$ cat config.mk
export PLATFORM = sky130hd
export DESIGN_NAME = ctrl
export DESIGN_NICKNAME = d
export VERILOG_FILES = /design/src/rtl/ctrl.sv
export SDC_FILE = /design/constraint.sdc
export NUM_CORES = 1
export LEC_CHECK = 0
export CAP_MARGIN = 20
export CORE_MARGIN = 10
export CORE_UTILIZATION = 44
export DETAILED_ROUTE_END_ITERATION = 8
export PLACE_DENSITY = 0.66
export SYNTH_ARGS = -nofsm -noshare
export SYNTH_HDL_FRONTEND = slang
export SYNTH_SLANG_ARGS = --single-unit
$ cat constraint.sdc
create_clock -name clk -period 8.9 [get_ports clk]
set_input_delay 2.67 -clock clk [delete_from_list [all_inputs] [get_ports clk]]
set_output_delay 2.67 -clock clk [all_outputs]
set_load 0.02 [all_outputs]
$ cat src/rtl/ctrl.sv
// rtl/ctrl.sv - NTT/INTT/PWM/SCALE pass sequencer with twiddle address generation
module ctrl (
    input  logic        clk,
    input  logic        rstn,
    input  logic        start,
    input  logic [2:0]  set_state,
    input  logic [3:0]  p_max,
    output logic        op,
    output logic [3:0]  p,
    output logic [8:0]  k,
    output logic [8:0]  i,
    output logic [10:0] gamma0,
    output logic [10:0] gamma1,
    output logic [2:0]  cur_state,
    output logic        ren,
    output logic        wen,
    output logic        special_add
);

    typedef enum logic [2:0] {
        S_IDLE  = 3'b000,
        S_NTT   = 3'b001,
        S_PWM   = 3'b010,
        S_INTT  = 3'b011,
        S_SCALE = 3'b100
    } state_t;

    state_t      state_q, state_n;
    logic [3:0]  pm_q, pm_n;
    logic [1:0]  drain_q, drain_n;
    logic        start_q;
    logic [1:0]  ren_pipe;

    logic        ren_n, op_n, sa_n;
    logic [8:0]  i_n, k_n, m_last;
    logic [3:0]  p_n, shamt;
    logic [10:0] g0_n, g1_n;
    logic [9:0]  twice, tw0, tw1;
    logic        launch, last_pass, legal;

    assign cur_state = state_q;

    // Next-state and next-output computation; every output is registered below
    always_comb begin
        state_n = state_q;
        ren_n   = ren;
        i_n     = i;
        p_n     = p;
        pm_n    = pm_q;
        drain_n = drain_q;

        legal  = (set_state >= 3'd1) && (set_state <= 3'd4);
        launch = start && !start_q && (state_q == S_IDLE) && legal;

        // M-1 for the latched p_max; p_max = 0 is illegal and collapses to a single-cycle pass
        if (pm_q == 4'd0)
            m_last = 9'd0;
        else
            m_last = (9'd1 << (pm_q - 4'd1)) - 9'd1;

        case (state_q)
            S_NTT:   last_pass = (p == pm_q);
            S_INTT:  last_pass = (p == 4'd0);
            default: last_pass = 1'b1;
        endcase

        if (state_q == S_IDLE) begin
            ren_n   = 1'b0;
            i_n     = 9'd0;
            p_n     = 4'd0;
            drain_n = 2'd0;
            if (launch) begin
                case (set_state)
                    3'b001:  state_n = S_NTT;
                    3'b010:  state_n = S_PWM;
                    3'b011:  state_n = S_INTT;
                    default: state_n = S_SCALE;
                endcase
                pm_n  = p_max;
                ren_n = 1'b1;
                p_n   = (set_state == 3'b011) ? p_max : 4'd0;
            end
        end else if (ren) begin
            if (i == m_last) begin
                ren_n   = 1'b0;
                i_n     = 9'd0;
                drain_n = 2'd0;
            end else begin
                i_n = i + 9'd1;
            end
        end else if (drain_q == 2'd2) begin
            // Third drain cycle: the last write of the pass lands now
            if (last_pass) begin
                state_n = S_IDLE;
                p_n     = 4'd0;
                i_n     = 9'd0;
            end else begin
                ren_n = 1'b1;
                i_n   = 9'd0;
                p_n   = (state_q == S_NTT) ? p + 4'd1 : p - 4'd1;
            end
        end else begin
            drain_n = drain_q + 2'd1;
        end

        shamt = pm_n - p_n;
        twice = {i_n, 1'b0};
        tw0   = twice >> shamt;
        tw1   = (twice | 10'd1) >> shamt;

        k_n  = 9'd0;
        g0_n = 11'd0;
        g1_n = 11'd0;
        op_n = (state_n == S_INTT) || (state_n == S_SCALE);
        sa_n = (state_n == S_SCALE);
        if ((state_n == S_NTT) || (state_n == S_INTT)) begin
            k_n  = tw0[8:0];
            g0_n = (11'd1 << p_n) + {1'b0, tw0};
            g1_n = (11'd1 << p_n) + {1'b0, tw1};
            if (state_n == S_INTT) begin
                g0_n = g0_n + 11'd1024;
                g1_n = g1_n + 11'd1024;
            end
        end
    end

    // State, counters and registered outputs
    always_ff @(posedge clk or posedge rstn) begin
        if (rstn) begin
            state_q     <= S_IDLE;
            pm_q        <= 4'd0;
            drain_q     <= 2'd0;
            start_q     <= 1'b1;
            ren         <= 1'b0;
            i           <= 9'd0;
            p           <= 4'd0;
            k           <= 9'd0;
            gamma0      <= 11'd0;
            gamma1      <= 11'd0;
            op          <= 1'b0;
            special_add <= 1'b0;
        end else begin
            state_q     <= state_n;
            pm_q        <= pm_n;
            drain_q     <= drain_n;
            start_q     <= start;
            ren         <= ren_n;
            i           <= i_n;
            p           <= p_n;
            k           <= k_n;
            gamma0      <= g0_n;
            gamma1      <= g1_n;
            op          <= op_n;
            special_add <= sa_n;
        end
    end

    // Write enable trails read enable by the three-cycle butterfly latency
    always_ff @(posedge clk or posedge rstn) begin
        if (rstn) begin
            ren_pipe <= 2'b00;
            wen      <= 1'b0;
        end else begin
            ren_pipe <= {ren_pipe[0], ren};
            wen      <= ren_pipe[1];
        end
    end

endmodule

==> results of run 1 <==
## worst reg2reg max path, stage by stage (launching register included)
cell and delay (ps):
dfrtp_1 820, nor2b_1 160, nand2_1 110, ha_1 390
nor4b_1 100, o21a_1 220, or3_4 350, a211oi_4 420
a31oi_4 250, a221oi_1 730, a32o_1 280, or3_1 170
nand3_1 90, ha_1 250, fa_1 470, a21o_1 170
a21oi_1 290, o21bai_1 100, a21oi_1 230, o21ai_0 140
xor2_1 170, nor2_1 60
## through the flow
stage | power [µW] | cell area, µm² | worst slack (ps) | utilization | cells
2_1_floorplan | 1280 | 4460 | 1790 | - | 507
3_3_place_gp | 1610 | 5120 | 808 | 0.522 | 676
3_5_place_dp | 1620 | 5120 | 651 | 0.522 | 676
4_1_cts | 1880 | 5320 | 999 | 0.541 | 692
5_1_grt | 2030 | 5320 | 549 | 0.541 | 692
6_report | 1880 | 5320 | 888 | 0.541 | 692
## flip-flops by register name, summed over array words and instances, names as in the netlist, 2 cells and up
register	cells
p	4
gamma1	11
pm_q	4
cur_state	3
k	9
i	9
ren_pipe	2
drain_q	2
gamma0	11
## worst paths after layout
path	slack [ps]	to	depth (start not counted)
max in group asynchronous	5520	k[3]	3
hold reg to reg	350	ren_pipe[1]	0
setup reg to reg	2790	gamma1[10]	21
min in group asynchronous	2840	cur_state[0]	3
hold / removal	350	ren_pipe[1]	0
setup / recovery	890	gamma0[10]	24
## cell families (layout without fill, tap and decap cells)
logic type | after synthesis | after routing | share of synthesized area
compound gates | 137 | 137 | 0.231
buf+inv | 49 | 101 | 0.0483
fa+ha+maj | 23 | 23 | 0.0713
flops | 60 | 60 | 0.337
mux | 7 | 7 | 0.0168
xor+xnor | 28 | 28 | 0.0601
simple gates | 203 | 203 | 0.236
## per-layer routing
layer / wire length [µm] / up-vias / GRT usage
li1: - / 1940 / -
met4: 145 / 0 / 0.0520
met1: 5720 / 1930 / 0.219
met5: 0 / - / 0
met2: 5700 / 127 / 0.273
met3: 757 / 17 / 0.0423
## cells in the mapped netlist (5+ instances only)
library cell / number / share of area
nand3b_1: 5 / 0.0084
nor2_1: 50 / 0.042
nor2b_1: 11 / 0.015
inv_1: 18 / 0.015
and3_1: 10 / 0.014
a21oi_1: 20 / 0.022
xnor2_1: 18 / 0.035
dfrtp_1: 59 / 0.33
ha_1: 19 / 0.053
a22oi_1: 6 / 0.010
o21a_1: 7 / 0.012
xor2_1: 8 / 0.016
nand4_1: 7 / 0.0098
nor3_1: 17 / 0.019
nand2_1: 37 / 0.031
nand3_1: 18 / 0.020
o21ai_0: 29 / 0.033
buf_2: 7 / 0.0079
or2_2: 7 / 0.0098
and2_1: 9 / 0.013
clkbuf_1: 18 / 0.015
o211ai_1: 6 / 0.010
or3_1: 7 / 0.0098
a31oi_1: 7 / 0.0098
nand2b_1: 9 / 0.013
a21o_1: 12 / 0.020
## power by group
| part | internal (µW) | switching, µW |
|---|---|---|
| Combinational | 479 | 731 |
| Sequential | 335 | 90.9 |
| Clock | 129 | 117 |
| Total | 944 | 938 |
## final cells by class
class | instances | area, µm²
fillers | 959 | 4500
multi-input cells | 398 | 2740
flip-flops and latches | 60 | 1500
repair buffers | 66 | 646
well taps | 133 | 166
clock buffers | 10 | 128
inverters | 19 | 71.3
clock inverters | 6 | 63.8
==> out/summary.txt, run 1 <==
STA
----------------------------------------------------------------------------------------
Max Clock Skew                                                                   12.8 ps
Transition at the pin with the smallest max-transition slack                      813 ps
Worst slew margin relative to its limit                                            0.458
Fmax                                                                           0.125 GHz
Final critical path time including I/O delays and setup                          8010 ps
Final slew viol count                                                                  0
Final-report hold violation count                                                      0
Final-layout worst hold slack                                                     353 ps
Final setup viols                                                                      0
Setup Total Neg Slack                                                               0 ps
Final clock period utilization by the worst path                                   0.900
Unrepaired setup endpoints after global routing                                    false

GLOBAL ROUTE
----------------------------------------------------------------------------------------
Gr ovfl total                                                                          0
Initial antenna violation count                                                        0
Maximum number of pins on one net before global-route repair                          61
GRT Resource Usage Total                                                           0.169
Number of global-route vias before repair                                           3997
First-pass GRT wire length                                                      20200 µm

CELLS AND AREA
----------------------------------------------------------------------------------------
Layout-stage area growth over the synthesis result                                 19.3%
Most used cells in the layout excluding fill and tap cells                  60 x clkdlybuf4s50_1, 59 x dfrtp_1, 50 x nor2_1
Layout cells sized above 1                                                        0.0805
Commonest non-fill, non-tap cell in the layout                              clkdlybuf4s50_1
Final net count                                                                      587
Antenna diode count                                                                    0

FLOORPLAN
----------------------------------------------------------------------------------------
Core region area                                                                9820 µm²
Count of pins on the block boundary                                                   61
Placement Rows                                                                        36
DIE HEIGHT                                                                        121 µm
Initial standard-cell utilization of the core                                      0.454
Total Die Area                                                                 14600 µm²
Die width                                                                         121 µm

DRT
----------------------------------------------------------------------------------------
Routed length per instance                                                       17.8 µm
Number of search-and-repair iterations in the first detailed-routing pass              5
Remaining antenna violation count after routing                                        0
Total via count in the routed design                                                4014
Residual DRC                                                                           0
Detailed Route Iter0 Violations                                                      353
Number of vias per cell after detailed routing                                      5.80
Routed Wire Length                                                              12300 µm

WORST SETUP PATH
----------------------------------------------------------------------------------------
Crit-path most repeated cell                                                     a21oi_1
Total buffers and inverters traversed by the critical path                             3
Largest stage delay, worst path                                                   540 ps
Crit path capture type                                                              flop
Data arrival time of the critical path                                           8220 ps
Crit Path Max Fanout                                                                  10
Worst setup startpoint                                                      set_state[2]
Standard cell with the maximum stage delay on the critical path             clkdlybuf4s50_1
Data required time at the worst endpoint                                         9110 ps
Critical path's top delay family                                            compound AO/OA/AOI/OAI gates
Worst Setup Path Type                                                             in2reg
Cell Chain, Critical Path                                                   clkdlybuf4s50_1 -> or3b_1 -> a21oi_1 -> mux2i_1 -> ha_1 -> inv_1 -> fa_1 -> clkinv_1 -> nand2_1 -> a21oi_1 -> a31oi_1 -> a21oi_1 -> o21ai_0 -> nand3_1 -> ha_1 -> fa_1 -> a21o_1 -> a21oi_1 -> nor2_1 -> o21a_1 -> nor2_1 -> o21ai_0 -> xor2_1 -> nor2_1
RR Startpoint                                                                    pm_q[3]
Kind of start point of the critical path                                      input port

YOSYS
----------------------------------------------------------------------------------------
Net count after synthesis                                                            540
Number of flops mapped to enable cells by yosys                                        0
Distinct cell type count after synthesis                                              79
Post-synthesis sequential area ratio                                               0.337
Fraction of synthesis flops using an asynchronous set or reset pin                  1.00
Syn_area_per_cell                                                               8.79 µm²
Most frequently used flop master after synthesis                                 dfrtp_1
Number of warnings reported in the yosys synthesis log                                 0
Cells after synthesis                                                                507
Post-synthesis instance area                                                    4460 µm²
Number of synthesized register bits                                                   60

CLOCK NETWORK
----------------------------------------------------------------------------------------
Later-pin clock latency in the skew report                                        340 ps
Maximum level of the CTS H-tree                                                        3
Hold buffers post-CTS                                                                  0
Clock slew at the register clock pins of the worst setup and hold paths            80 ps
CTS buffer count                                                                       9
Clock tree from TritonCTS                                                            yes
Clock sink count                                                                      60
Max Root-Sink Buffers                                                                  2
Setup Buffers After CTS                                                                0
Count of instances resized after the clock tree is built                               0
Root buffer selected by CTS                                                     clkbuf_8

PLACEMENT
----------------------------------------------------------------------------------------
Detailed-placement wirelength estimate                                           9230 µm
Gp weighted congestion                                                             0.920
PortBufs                                                                              60

PWR
----------------------------------------------------------------------------------------
Power per cell area                                                           354 nW/µm²
Maximum vdd drop                                                              0.000157 V
Static leakage                                                                0.00228 µW

HOLD PATH
----------------------------------------------------------------------------------------
Hold Startpoint                                                              ren_pipe[0]
Class of the most critical hold timing path                                      reg2reg

FLOW RUN
----------------------------------------------------------------------------------------
Max-cap violation count                                                                0

OUTCOME
----------------------------------------------------------------------------------------
Result of the run                                                           complete, no violations

Power figures use the tool's default switching activity.
==> inputs of run 2 (changes only) <==
- DONT_BUFFER_PORTS: default -> 1
- HOLD_SLACK_MARGIN: default -> 0.03
- PLACE_DENSITY: 0.66 -> default
==> run 2 against run 1 <==
Net effect:
- non-clock buffer count decreased by 61
- critical path type unchanged
- worst setup slack gained 280 ps
- clock power is 8% higher
- count of clock-buffer cells in the layout grew 2
- sequential power up 17%
- sequential share of layout area up 3.5 points
- via count decreased by 4.5%
==> out/summary.txt, run 2 (synthesized netlist as in run 1, its figures left out) <==
OUTCOME
----------------------------------------------------------------------------------------
Result of the run                                                           complete, no violations   unchanged

GLOBAL ROUTE
----------------------------------------------------------------------------------------
Initial antenna violation count                                                        0   unchanged
Gr ovfl total                                                                          0   unchanged
GRT Resource Usage Total                                                           0.170   was 0.169
Maximum number of pins on one net before global-route repair                          61   unchanged
First-pass GRT wire length                                                      19900 µm   was 20200 µm
Number of global-route vias before repair                                           3714   was 3997

STA
----------------------------------------------------------------------------------------
Setup Total Neg Slack                                                               0 ps   unchanged
Unrepaired setup endpoints after global routing                                    false   unchanged
Fmax                                                                           0.129 GHz   was 0.125 GHz
Transition at the pin with the smallest max-transition slack                      877 ps   was 813 ps
Final setup viols                                                                      0   unchanged
Final critical path time including I/O delays and setup                          7730 ps   was 8010 ps
Worst slew margin relative to its limit                                            0.415   was 0.458
Final clock period utilization by the worst path                                   0.869   was 0.900
Final-report hold violation count                                                      0   unchanged
Final slew viol count                                                                  0   unchanged
Final-layout worst hold slack                                                     350 ps   was 353 ps
Max Clock Skew                                                                   16.6 ps   was 12.8 ps

HOLD PATH
----------------------------------------------------------------------------------------
Hold Startpoint                                                              ren_pipe[0]   unchanged
Class of the most critical hold timing path                                      reg2reg   unchanged
Worst hold path cell count                                                             0   unchanged

CLOCK NETWORK
----------------------------------------------------------------------------------------
Hold buffers post-CTS                                                                  0   unchanged
Root buffer selected by CTS                                                     clkbuf_8   unchanged
Setup Buffers After CTS                                                                0   unchanged
Count of instances resized after the clock tree is built                               0   unchanged
Later-pin clock latency in the skew report                                        360 ps   was 340 ps
Clock tree from TritonCTS                                                            yes   unchanged
Clock slew at the register clock pins of the worst setup and hold paths            70 ps   was 80 ps
Maximum level of the CTS H-tree                                                        3   unchanged
Max Root-Sink Buffers                                                                  2   unchanged
CTS buffer count                                                                       9   unchanged
Clock sink count                                                                      60   unchanged

WORST SETUP PATH
----------------------------------------------------------------------------------------
Data arrival time of the critical path                                           7940 ps   was 8220 ps
Kind of start point of the critical path                                      input port   unchanged
RR Startpoint                                                               cur_state[1]   was pm_q[3]
Worst Setup Path Type                                                             in2reg   unchanged
Crit Path Max Fanout                                                                  13   was 10
Cell Chain, Critical Path                                                   or3b_1 -> a21oi_1 -> mux2i_1 -> ha_1 -> inv_1 -> fa_1 -> clkinv_1 -> nand2_1 -> a21oi_1 -> a31oi_1 -> a21oi_1 -> o21ai_0 -> nand3_1 -> ha_1 -> fa_1 -> a21o_1 -> a21oi_1 -> nor2_1 -> o21a_1 -> nor2_1 -> o21ai_0 -> xor2_1 -> nor2_1   was clkdlybuf4s50_1 -> or3b_1 -> a21oi_1 -> mux2i_1 -> ha_1 -> inv_1 -> fa_1 -> clkinv_1 -> nand2_1 -> a21oi_1 -> a31oi_1 -> a21oi_1 -> o21ai_0 -> nand3_1 -> ha_1 -> fa_1 -> a21o_1 -> a21oi_1 -> nor2_1 -> o21a_1 -> nor2_1 -> o21ai_0 -> xor2_1 -> nor2_1
Data required time at the worst endpoint                                         9110 ps   about the same
Crit-path most repeated cell                                                     a21oi_1   unchanged
Largest stage delay, worst path                                                   800 ps   was 540 ps
Worst setup startpoint                                                      set_state[1]   was set_state[2]
Crit path capture type                                                              flop   unchanged
Standard cell with the maximum stage delay on the critical path                     fa_1   was clkdlybuf4s50_1
R2r worst-path depth                                                                  24   was 21

DRT
----------------------------------------------------------------------------------------
Number of search-and-repair iterations in the first detailed-routing pass              5   unchanged
Remaining antenna violation count after routing                                        0   unchanged
Detailed Route Iter0 Violations                                                      302   was 353
Routed Wire Length                                                              12500 µm   was 12300 µm
Number of vias per cell after detailed routing                                      6.08   was 5.80
Routed length per instance                                                       19.8 µm   was 17.8 µm
Total via count in the routed design                                                3833   was 4014
Residual DRC                                                                           0   unchanged

CELLS AND AREA
----------------------------------------------------------------------------------------
Largest registers                                                           gamma0: 11 flops, gamma1: 11 flops   unchanged
Layout cells sized above 1                                                        0.0885   was 0.0805
Layout-stage area growth over the synthesis result                                 6.06%   was 19.3%
# fillers                                                                            978   was 959
Antenna diode count                                                                    0   unchanged
Commonest non-fill, non-tap cell in the layout                                   dfrtp_1   was clkdlybuf4s50_1
Final net count                                                                      526   was 587
Most used cells in the layout excluding fill and tap cells                  59 x dfrtp_1, 50 x nor2_1, 37 x nand2_1   was 60 x clkdlybuf4s50_1, 59 x dfrtp_1, 50 x nor2_1

PWR
----------------------------------------------------------------------------------------
Switching power total                                                             931 µW   was 938 µW
Total internal power                                                              884 µW   was 944 µW
Sequential power share                                                             0.275   was 0.227
Share of power burned in combinational logic                                       0.580   was 0.643
Switching portion of total power                                                   0.513   was 0.498
Static leakage                                                                0.00207 µW   was 0.00228 µW
Maximum vdd drop                                                              0.000207 V   was 0.000157 V
Power per cell area                                                           384 nW/µm²   was 354 nW/µm²
Clock share of power                                                               0.146   was 0.131

FLOW RUN
----------------------------------------------------------------------------------------
Max-cap violation count                                                                0   unchanged

PLACEMENT
----------------------------------------------------------------------------------------
Detailed-placement wirelength estimate                                           9040 µm   was 9230 µm
PortBufs                                                                               0   was 60
Gp weighted congestion                                                             0.867   was 0.920

FLOORPLAN
----------------------------------------------------------------------------------------
Count of pins on the block boundary                                                   61   unchanged
Placement Rows                                                                        36   unchanged
Total Die Area                                                                 14600 µm²   unchanged
DIE HEIGHT                                                                        121 µm   unchanged
Die width                                                                         121 µm   unchanged
Initial standard-cell utilization of the core                                      0.454   unchanged
Core region area                                                                9820 µm²   unchanged

[run 2: worst paths after layout]
kind	slack, ps	end
max reg2reg	2430	gamma0[10]
min	350	ren_pipe[1]
min in group asynchronous	2400	cur_state[1]
max in group asynchronous	5970	k[6]
max	1170	gamma0[10]
min reg2reg	350	ren_pipe[1]
[run 2: critical path, delay by kind of cell]
family                     cells  cell delay, ps
xor gates and xnor gates       1             140
buffers and inverters          2             460
and+or+nand+nor                6            1000
adders and majority gates      4            1640
AOI/OAI and AO/OA              9            1710
muxes                          1             320
[run 2: metrics by stage]
stage / area (µm²) / instances / power (µW) / utilization / worst slack [ps]
final: 4730 / 630 / 1810 / 0.481 / 1170
after global routing: 4730 / 630 / 1960 / 0.481 / 842
after CTS: 4730 / 630 / 1810 / 0.481 / 1240
after detailed placement: 4520 / 615 / 1540 / 0.460 / 886
after global placement: 4520 / 615 / 1540 / 0.460 / 1080
after floorplan: 4460 / 507 / 1280 / - / 1790
[run 2: power by group through the flow]
stage | sequential (µW) | combinational [µW] | clock [µW]
after floorplan | 434 | 849 | 0
after global placement | 504 | 1030 | 0
after detailed placement | 505 | 1030 | 0
after CTS | 501 | 1040 | 268
after global routing | 512 | 1160 | 283
final | 498 | 1050 | 265
[run 2: area by class of cell]
type	count	area, µm²	share of cell area
Inverter	19	71.3	0.0151
Clock buffer	12	165	0.0349
Multi-Input combinational cell	398	2740	0.579
Tap cell	133	166	0.0352
Clock inverter	3	45.0	0.00953
Timing Repair Buffer	5	37.5	0.00794
Sequential cell	60	1500	0.318
[run 2: layer usage]
layer / GRT usage / vias to the layer above / part of all wire
met3: 0.0582 / 9 / 0.073
li1: - / 1824 / -
met1: 0.218 / 1885 / 0.45
met4: 0.0385 / 0 / 0.0087
met2: 0.269 / 115 / 0.47
met5: 0 / - / 0
